## src/rtl/joy_pkg.sv

```systemverilog
// Shared types and constants for the serial joystick chain reader.
package joy_pkg;

    localparam int JOY_WORD_W = 16;

    typedef enum logic [2:0] {
        ST_IDLE,
        ST_LOAD,
        ST_LATCH,
        ST_SHIFT,
        ST_COMMIT,
        ST_GAP
    } joy_state_t;

    // Ticks in one scan frame (COMMIT adds one extra clk on top of this).
    function automatic int joy_frame_ticks(input int players, input int bits, input int gap_ticks);
        return 2 + 2 * players * bits + gap_ticks;
    endfunction

endpackage

```

## src/rtl/joy_debounce.sv

```systemverilog
// Per-player debounce: holds the last raw word, its run length and the committed word.
module joy_debounce
    import joy_pkg::*;
#(
    parameter int DEBOUNCE = 2
) (
    input  logic                  clk,
    input  logic                  reset_n,
    input  logic                  commit,
    input  logic [JOY_WORD_W-1:0] word_in,
    output logic [JOY_WORD_W-1:0] word_out
);

    logic [JOY_WORD_W-1:0] raw;
    logic [2:0]            cnt;
    logic [2:0]            cnt_nx;

    // Run length of identical frames including this one, saturating at 7.
    always_comb begin
        cnt_nx = 3'd1;
        if (word_in == raw)
            cnt_nx = (cnt == 3'd7) ? 3'd7 : cnt + 3'd1;
    end

    // Record the frame and commit once the word has been stable long enough.
    always_ff @(posedge clk or negedge reset_n) begin
        if (!reset_n) begin
            raw      <= '0;
            cnt      <= '0;
            word_out <= '0;
        end else if (commit) begin
            raw <= word_in;
            cnt <= cnt_nx;
            if (cnt_nx >= 3'(DEBOUNCE))
                word_out <= word_in;
        end
    end

endmodule

```

## src/rtl/joy_serial_chain.sv

```systemverilog
// Scanner for a chain of 74HC165-style pads: load, shift, debounce, publish.
module joy_serial_chain
    import joy_pkg::*;
#(
    parameter int PLAYERS    = 2,
    parameter int BITS       = 12,
    parameter int CLK_DIV    = 12,
    parameter int GAP_TICKS  = 8,
    parameter int DEBOUNCE   = 2,
    parameter bit ACTIVE_LOW = 1'b1
) (
    input  logic                          clk,
    input  logic                          reset_n,
    input  logic                          enable,
    input  logic                          joy_data,
    output logic                          joy_clk,
    output logic                          joy_load,
    output logic [PLAYERS*JOY_WORD_W-1:0] joystick,
    output logic                          frame_done
);

    localparam int NBITS = PLAYERS * BITS;
    localparam int KW    = $clog2(NBITS) + 1;
    localparam int TW    = $clog2(CLK_DIV);
    localparam int GW    = $clog2(GAP_TICKS + 1);
    localparam logic [KW-1:0] K_LAST = KW'(NBITS - 1);

    logic [1:0]       sync;
    logic             data_s;
    logic [TW-1:0]    tick_cnt;
    logic             tick;
    joy_state_t       state, state_nx;
    logic             phase, phase_nx;     // 0: joy_clk low half, 1: high half
    logic [KW-1:0]    k, k_nx;
    logic [GW-1:0]    gap_cnt, gap_nx;
    logic             joy_clk_nx, joy_load_nx, sample, commit;
    logic [NBITS-1:0] sbuf;                // bit k = player k/BITS, bit k%BITS

    assign data_s = sync[1];
    assign tick   = enable && (tick_cnt == TW'(CLK_DIV - 1));

    // Two-flop synchroniser for the asynchronous chain output.
    always_ff @(posedge clk or negedge reset_n) begin
        if (!reset_n) sync <= '0;
        else          sync <= {sync[0], joy_data};
    end

    // Tick divider; cleared while disabled and frozen during the one-clk COMMIT.
    always_ff @(posedge clk or negedge reset_n) begin
        if (!reset_n)                tick_cnt <= '0;
        else if (!enable)            tick_cnt <= '0;
        else if (state == ST_COMMIT) tick_cnt <= tick_cnt;
        else if (tick)               tick_cnt <= '0;
        else                         tick_cnt <= tick_cnt + 1'b1;
    end

    // FSM state register with its bit index, shift phase and gap counter.
    always_ff @(posedge clk or negedge reset_n) begin
        if (!reset_n) begin
            state   <= ST_IDLE;
            phase   <= 1'b0;
            k       <= '0;
            gap_cnt <= '0;
        end else begin
            state   <= state_nx;
            phase   <= phase_nx;
            k       <= k_nx;
            gap_cnt <= gap_nx;
        end
    end

    // Next state: dropping enable abandons the frame at once.
    always_comb begin
        state_nx = state;
        phase_nx = phase;
        k_nx     = k;
        gap_nx   = gap_cnt;
        if (!enable) begin
            state_nx = ST_IDLE;
            phase_nx = 1'b0;
            k_nx     = '0;
            gap_nx   = '0;
        end else if (state == ST_COMMIT) begin
            state_nx = ST_GAP;
        end else if (tick) begin
            case (state)
                ST_IDLE:  state_nx = ST_LOAD;
                ST_LOAD:  state_nx = ST_LATCH;
                ST_LATCH: begin
                    state_nx = ST_SHIFT;
                    k_nx     = '0;
                    phase_nx = 1'b0;
                end
                ST_SHIFT: begin
                    if (!phase) begin
                        phase_nx = 1'b1;
                    end else begin
                        phase_nx = 1'b0;
                        if (k == K_LAST) state_nx = ST_COMMIT;
                        else             k_nx = k + 1'b1;
                    end
                end
                ST_GAP: begin
                    if (gap_cnt == GW'(GAP_TICKS - 1)) begin
                        state_nx = ST_LOAD;
                        gap_nx   = '0;
                    end else begin
                        gap_nx = gap_cnt + 1'b1;
                    end
                end
                default: state_nx = ST_IDLE;
            endcase
        end
    end

    // Outputs derived from the upcoming state so the pins are registered.
    always_comb begin
        joy_load_nx = (state_nx != ST_LOAD);
        joy_clk_nx  = !(state_nx == ST_SHIFT && !phase_nx);
        sample      = tick && state == ST_SHIFT && !phase;
        commit      = enable && state == ST_COMMIT;
    end

    // Pin registers, frame strobe and shift buffer capture.
    always_ff @(posedge clk or negedge reset_n) begin
        if (!reset_n) begin
            joy_clk    <= 1'b1;
            joy_load   <= 1'b1;
            frame_done <= 1'b0;
            sbuf       <= '0;
        end else begin
            joy_clk    <= joy_clk_nx;
            joy_load   <= joy_load_nx;
            frame_done <= commit;
            if (sample)
                for (int i = 0; i < NBITS; i++)
                    if (k == KW'(i)) sbuf[i] <= data_s;
        end
    end

    for (genvar p = 0; p < PLAYERS; p++) begin : g_player
        logic [JOY_WORD_W-1:0] word;

        // Slice this player's bits out of the frame, normalise polarity, zero-extend.
        always_comb begin
            word = '0;
            for (int b = 0; b < BITS; b++)
                word[b] = sbuf[p*BITS + b] ^ ACTIVE_LOW;
        end

        joy_debounce #(.DEBOUNCE(DEBOUNCE)) u_debounce (
            .clk      (clk),
            .reset_n  (reset_n),
            .commit   (commit),
            .word_in  (word),
            .word_out (joystick[p*JOY_WORD_W +: JOY_WORD_W])
        );
    end

endmodule

```

## config.mk

```make
export PLATFORM = sky130hd
export DESIGN_NAME = joy_serial_chain
export DESIGN_NICKNAME = d
export VERILOG_FILES = /design/src/rtl/joy_pkg.sv /design/src/rtl/joy_debounce.sv /design/src/rtl/joy_serial_chain.sv
export SDC_FILE = /design/constraint.sdc
export NUM_CORES = 1
export LEC_CHECK = 0
export ABC_AREA = 1
export BUFFER_PORTS_ARGS = -buffer_cell sky130_fd_sc_hd__buf_2
export CORE_MARGIN = 8
export CORE_UTILIZATION = 61
export DETAILED_ROUTE_END_ITERATION = 8
export PLACE_DENSITY = 0.8
export SETUP_SLACK_MARGIN = 0.2
export SLEW_MARGIN = 30
export SYNTH_ARGS = -nofsm -noshare
export SYNTH_HDL_FRONTEND = slang
export SYNTH_HIERARCHICAL = 1
export SYNTH_SLANG_ARGS = --single-unit
```

## constraint.sdc

```tcl
create_clock -name clk -period 2.8 [get_ports clk]
set_clock_uncertainty 0.1 [all_clocks]
set_input_delay 0.56 -clock clk [delete_from_list [all_inputs] [get_ports clk]]
set_output_delay 0.56 -clock clk [all_outputs]
set_load 0.005 [all_outputs]
```

==> impl_results.md, run 1 <==
- Status: complete, no violations
- DR iter-0 viols: approximately 420
- Post-route DRC: 0
- Final ANT Viol Nets: 0
- Commonest non-fill, non-tap cell in the layout: nand2_1
- Xor/xnor cell area share of the yosys netlist: less than 1%
- Total die area: ~0.014 sq mm
- Max VDD drop: between 0.0003 and 0.0004 V
- Total CTS buffers: 17
- Routed len/inst: approximately 13 um
- Post-layout util: roughly 72%
- WP data required: around 3.2 ns
- EDFF count, synth: 0
- CP Launch Type: flop
- Routed WL: 13,900 um
- Ys flop type: dfrtp_1
- Antenna fix cells: 0
- Hold crit path type: input port to flop
- Dpl cells: 1,021
- Main combinational cell family by area after synthesis: simple AND/OR/NAND/NOR gates
- Synth Cell Area: around 0.0063 sq mm
- I/O pin count: 39
- Post-Synth Simple-Gate Area: about 28%
- Core Box Area: 0.0101 sq mm
- Seq pwr share: a little over two fifths
- Starting Density: between 60 and 70%
- Non-Filler Instances: 1,052
- Count of input and output buffers: 38
- Post-CTS Setup Inserts: 0
- Hold-fix buffer count after cts: 1
- GR Overflow Total: 0
- Clock transition at the registers of the reported paths: 0.05 ns
- Layout cell share with drive strength beyond 1: 13.0%
- Post-synthesis cell type with the largest combined area: dfrtp_1
- Final setup vio count: 0
- Sequential share of the synthesized area: between 40% and 50%
- First-pass GRT wire length: around 24,000 um
- Netlist cell types: 35
- Setup TNS: 0 ns
- R2R setup slack: around 0.64 ns
- Seq cells post-synth: about 120
- DIE HEIGHT: 117 um
- Pwr/cell area: 557 mW/mm^2
- Design Power: 4.05 mW
- Unrepaired setup endpoints after global routing: false
- Worst path slowest cell: dfrtp_1
- Worst-Skew Late Latency: 0.51 ns
- Max_slew headroom: between 60% and 70%
- Chip width: about 120 um
- YS warnings: 6
- Largest cells by area after synthesis: dfrtp_1, nand2_1, inv_1
- Final-report hold violation count: 0
- Total GRT Usage: a little over a fifth
- Final #Nets: approximately 920
- CTS tree: yes
- Maxcap violations: 0
- Mapped Cells: around 830
- Combinational power share: approximately 4.6%
- Vias in the first global route: 5,417
- Leak Pwr: approximately 3.8 nW
- Most frequent cells in the layout: nand2_1, inv_1, dfrtp_1, o21ai_0
- DR vias: roughly 5,400
- GP Congestion: approximately 0.92
- Internal Pwr Total: between 3 and 4 mW
- Largest net degree at the start of global routing: 76
- Post-synth top area share: between 40 and 50%
- CTS H-tree lvls: 4
- Ys async rst share: 100%
- Min cycle time layout: 2.16 ns
- Area growth syn-to-layout: 15.9%
- CP max stage delay: roughly 0.53 ns
- Net Sw Power: about 860 uW
- Critical path cell sequence: nand3_1 -> nor2_4 -> inv_2 -> nor2_4 -> buf_4 -> o211ai_1 -> nand2_1
- Kind of critical path: flop to flop
- DR pass1 iterations: 6
- Worst-path fanout max: 17
- CP arrival: roughly 2.5 ns
- Clock power share: about half
- Count of pins over their slew limit: 0
- Hold slack: 0.0519 ns
- Worst-Margin Slew: 0.584 ns
- Core Rows: 37
- CP Capture Type: flop
- Initial antenna violation count: 0
- Root Buffer: clkbuf_8
- Post-cts resize count: 0
- Most used cell, CP: nor2_4
- Fin crit share: between 70% and 80%
- Post-synthesis compound-gate area fraction: between 10% and 20%
- CTS Buffer Depth: 2
- Mean Syn Cell Area: around 7.6 sq um
- Clock sink count: approximately 120
- Synth Area in Adders: 1.59%
- Top delay family on crit path: simple AND/OR/NAND/NOR gates
- Mux share of post-synthesis cell area: 0%
- DPL Wire Length: ~9400 um
- Switch share: between 20% and 30%
- Via density: between 5 and 6
- FMAX: between 400 and 500 MHz
- WP buf/inv: 2
power by group through the flow:
| stage | Combinational, mW | Clock, mW | Sequential [mW] |
|---|---|---|---|
| floorplan | 0.118 | 0 | 1.79 |
| finish | 0.186 | 2.10 | 1.77 |
| CTS | 0.187 | 2.13 | 1.77 |
| global placement | 0.174 | 0 | 1.80 |
| detailed placement | 0.183 | 0 | 1.80 |
| global route | 0.221 | 2.21 | 1.77 |
synthesized netlist by cell type, drive strengths merged (8+ instances only):
master / instances
a21oi: 13
buf: 15
clkbuf: 8
clkinv: 8
dfrtp: 115
ha: 8
inv: 127
nand2: 315
nand3: 24
nor2: 54
nor3: 15
o211ai: 34
o21ai: 70
metal layers:
layer	global-route usage [%]	vias to the layer above	part of all wire (%)
met5	0	-	0
met4	8.41	0	2.0
met3	5.28	33	3.7
met2	35.9	125	50
met1	25.1	2576	44
li1	-	2709	-
stage by stage:
step                      setup WS (ns)  instance area (sq um)
after floorplan                   0.756                   6390
after global placement            0.611                   6690
after detailed placement          0.514                   6690
after CTS                         0.680                   7280
after global routing              0.512                   7280
final                             0.640                   7280
cell type report:
class / count / area (sq um)
sequential: 117 / 2930
fill: 779 / 2860
multi-input combinational: 587 / 2820
clock buffer: 27 / 512
inverter: 135 / 509
timing repair buffer: 47 / 275
tap: 136 / 170
clock inverter: 3 / 65.1
worst paths after layout:
check,startpoint,to,cells past startpoint
max in group asynchronous,reset_n,joy_load,3
min reg2reg,sync[0],sync[1],0
max,state[2],g_player[0].u_debounce/word_out[4],7
min in group asynchronous,reset_n,g_player[1].u_debounce/raw[14],2
max reg2reg,state[2],g_player[0].u_debounce/word_out[4],7
min,joy_data,sync[0],1
registers in the layout, indices dropped and copies added (netlist names), 2 cells and up:
signal and count:
sbuf 24, state 3, k 6, gap_cnt 4, g_player.u_debounce/raw 32, tick_cnt 4
sync 2, g_player.u_debounce/word_out 32, g_player.u_debounce/cnt 6
cells by family (layout without fill, tap and decap cells):
family / count (synthesis) / in the layout
AND/OR/NAND/NOR: 416 / 416
buffers and inverters: 158 / 212
AO/OA/AOI/OAI: 124 / 124
flip-flops: 117 / 117
adder cells (fa/ha/maj): 8 / 8
XOR/XNOR: 7 / 7
other: 1 / 32
(Power assumes the default switching activity.)
==> run 2: changes to the inputs <==
--- a/config.mk
+++ b/config.mk
@@ -5,12 +5,12 @@
 export SDC_FILE = /design/constraint.sdc
 export NUM_CORES = 1
 export LEC_CHECK = 0
-export ABC_AREA = 1
+export ABC_AREA = 0
 export BUFFER_PORTS_ARGS = -buffer_cell sky130_fd_sc_hd__buf_2
 export CORE_MARGIN = 8
-export CORE_UTILIZATION = 61
+export CORE_UTILIZATION = 55
 export DETAILED_ROUTE_END_ITERATION = 8
-export PLACE_DENSITY = 0.8
+export PLACE_DENSITY = 0.77
 export SETUP_SLACK_MARGIN = 0.2
 export SLEW_MARGIN = 30
 export SYNTH_ARGS = -nofsm -noshare
==> constraint.sdc (replaced) <==
create_clock -name clk -period 1.82 [get_ports clk]
set_clock_uncertainty 0.1 [all_clocks]
set_input_delay 0.364 -clock clk [delete_from_list [all_inputs] [get_ports clk]]
set_output_delay 0.364 -clock clk [all_outputs]
set_load 0.005 [all_outputs]
==> run 2 against run 1 <==
  * The flow now finishes with violations (negative setup slack)
  * Die area down 1.1%
  * Sequential cell count is the same
  * Maximum frequency grew 9.3%
  * Via count down 27%
  * Count of clock-buffer cells in the layout down 9
  * Design area increased by 4.6%
  * Sequential power increased by 50%
  * Worst hold slack gained 0.16 ns
  * Register-to-register slack worse by 0.80 ns
==> impl_results.md, run 2 <==
- Commonest cells in the netlist: dfrtp_1, mux2_2, nor2_1
- CP arrival: ~2.3 ns
- Seq cells post-synth: 117
- Max_slew headroom: 54.2%
- Starting Density: 56.9%
- Combinational power share: approximately 3.3%
- Netlist cell types: slightly above 50
- Post-route setup slack: -0.156 ns
- Layout cell share with drive strength beyond 1: 50.9%
- Post-route cell area: between 0.007 and 0.008 sq mm
- Commonest non-fill, non-tap cell in the layout: dfrtp_1
- DR pass1 iterations: 4
- Count leader, synth: dfrtp_1
- Total GRT Usage: around a fifth
- Count of pins over their slew limit: 0
- Worst-path fanout max: 16
- Critical path cell sequence: nand2b_4 -> nor3_4 -> buf_6 -> nand2_4 -> nor3_4 -> o311ai_4 -> buf_12 -> mux2_4
- EDFF count, synth: 0
- Post-synthesis cell type with the largest combined area: dfrtp_1
- Post-synth top area share: between 50% and 60%
- WP data required: 2.11 ns
- GR Overflow Total: 0
- Most frequent cells in the layout: dfrtp_1, mux2_2, buf_4, buf_2, xnor2_1
- Vias in the first global route: ~4,400
- Final-report hold violation count: 0
- I/O pin count: 39
- Maxcap violations: 0
- Final #Nets: 600
- Switch share: between 20% and 30%
- Final setup vio count: 89
- Kind of critical path: flop to flop
- Total die area: roughly 0.014 sq mm
- Sequential share of the synthesized area: ~52%
- Mapped Cells: between 400 and 500
- GP Congestion: 0.859
- CTS tree: yes
- Unrepaired setup endpoints after global routing: true
- Clock transition at the registers of the reported paths: 0.06 ns
- Routed len/inst: between 15 and 20 um
- Total CTS buffers: 17
- Synth Cell Area: between 0.005 and 0.006 sq mm
- Largest regs: g_player.u_debounce/raw x32, g_player.u_debounce/word_out x32, sbuf x24
- First-pass GRT wire length: between 20,000 and 25,000 um
- Seq pwr share: about 44%
- Count of input and output buffers: 38
- YS warnings: 6
- Largest cells by area after synthesis: dfrtp_1, mux2_2, mux2_4
- CP max stage delay: roughly 0.37 ns
- Initial antenna violation count: 0
- Largest net degree at the start of global routing: 40
- Worst-Margin Slew: approximately 0.69 ns
- DIE HEIGHT: about 120 um
- FMAX: between 500 and 600 MHz
- Chip width: roughly 120 um
- Hold crit path type: input port to asynchronous set/reset pin
- Area growth syn-to-layout: 36.3%
- Pwr/cell area: just under 800 mW/mm^2
- Net Sw Power: 1.34 mW
- Antenna fix cells: 0
- CTS Buffer Depth: 2
- Clock sink count: roughly 120
- CTS H-tree lvls: 4
- Min cycle time layout: 1.98 ns
- Post-route DRC: 0
- Clock power share: a little over half
- Ys async rst share: 100%
- CP Launch Type: flop
- Core Box Area: just under 0.01 sq mm
- DPL Wire Length: between 7000 and 8000 um
- DR vias: around 4,000
- Most used cell, CP: nor3_4
- DP Worst Slack: -0.156 ns
- CP Capture Type: flop
- Failing checks: negative setup slack
- Leak Pwr: around 3.7 nW
- Worst path slowest cell: dfrtp_1
- Ys flop type: dfrtp_1
- Root Buffer: clkbuf_8
- Max VDD drop: 0.000546 V
- Area after DPL: around 0.0063 sq mm
- Routed WL: 13,600 um
- Core Rows: 36
- Fin crit share: 109%
- Worst-Skew Late Latency: between 0.5 and 0.6 ns
- Layout fillers: roughly 570
- Area of the multi-input gates: about 0.0030 sq mm
- DR iter-0 viols: 299
- Internal Pwr Total: roughly 4.6 mW
- Status: finished with violations
- Final ANT Viol Nets: 0
- Mean Syn Cell Area: around 12 sq um
- Reg area: around 0.003 sq mm
- Via density: 5.42
## run 2: changes by cell type after synthesis, sizes merged, moves of 28 or more
cell,before,now
o21ai,70,8
inv,127,32
xnor2,5,33
mux2,0,88
nand2,315,17
o211ai,34,1
## run 2: logic make-up after synthesis
group / count (synthesis) / share of synthesized area, %
DFF: 117 / 52.4
other: 1 / 0.0671
xor gates and xnor gates: 33 / 5.17
and+or+nand+nor: 119 / 11.7
AOI/OAI and AO/OA: 41 / 5.19
adders and majority gates: 8 / 1.79
muxes: 92 / 19.8
buffers and inverters: 50 / 3.87
## run 2: per-stage QoR
step	hold WS, ns	TNS (ns)	instances	util (%)	power [mW]
global placement	0.198	-6.66	682	64.7	2.85
CTS	0.182	-3.02	728	74.9	5.98
floorplan	-0.0316	-11.61	484	-	2.76
global route	0.224	-14.42	734	77.5	6.17
detailed placement	0.201	-9.65	682	64.7	2.86
finish	0.207	-8.23	734	77.5	5.97
## run 2: worst paths after layout
path                            cells past startpoint                             endpoint  slack (ns)      from
worst min register to register                      0                              sync[1]        0.24   sync[0]
worst max register to register                      8   g_player[1].u_debounce/word_out[5]       -0.16  state[1]
worst max-delay path                                8   g_player[1].u_debounce/word_out[5]       -0.16  state[1]
min in group clk                                    4                                 k[3]        0.22    enable
worst min-delay path                                2  g_player[1].u_debounce/word_out[12]        0.21   reset_n
max in group asynchronous                           3                             joy_load        0.83   reset_n
## run 2: metal layers
| layer | vias up | share of wire, % | wire (um) | GRT usage [%] |
|---|---|---|---|---|
| met5 | - | 0 | 0 | 0 |
| met4 | 0 | 1.3 | 177 | 8.02 |
| met3 | 19 | 4.4 | 591 | 4.26 |
| met2 | 116 | 55 | 7460 | 36.5 |
| met1 | 2010 | 39 | 5340 | 23.9 |
| li1 | 1832 | - | - | - |
## run 2: final cells by class
cell class | count | share of cell area, %
clock buffers | 18 | 5.49
clock inverters | 14 | 1.77
inverters | 32 | 1.58
multi-input cells | 317 | 39.3
flip-flops and latches | 117 | 38.5
well taps | 133 | 2.19
repair buffers | 103 | 11.1
## run 2: power by group through the flow
| stage | logic (mW) | clock network (mW) | registers, mW |
|---|---|---|---|
| 2_1_floorplan | 0.0745 | 0 | 2.68 |
| 3_3_place_gp | 0.160 | 0 | 2.69 |
| 3_5_place_dp | 0.167 | 0 | 2.69 |
| 4_1_cts | 0.189 | 3.14 | 2.65 |
| 5_1_grt | 0.220 | 3.30 | 2.65 |
| 6_report | 0.196 | 3.13 | 2.65 |
## run 2: repair_timing
item,CTS,global route
hold endpoints to repair,36,0
endpoints found under the setup margin,106,113
buffers inserted,12,6
hold buffers,2,0
pin swaps,48,14
gates resized for setup,80,45
## run 2: worst max-delay path, delay by kind of cell, from the launching register on
| kind | cells | cell delay (ns) |
|---|---|---|
| AO/OA/AOI/OAI | 1 | 0.15 |
| AND/OR/NAND/NOR | 4 | 0.61 |
| buffers and inverters | 2 | 0.34 |
| flip-flops | 1 | 0.37 |
| multiplexers | 1 | 0.29 |
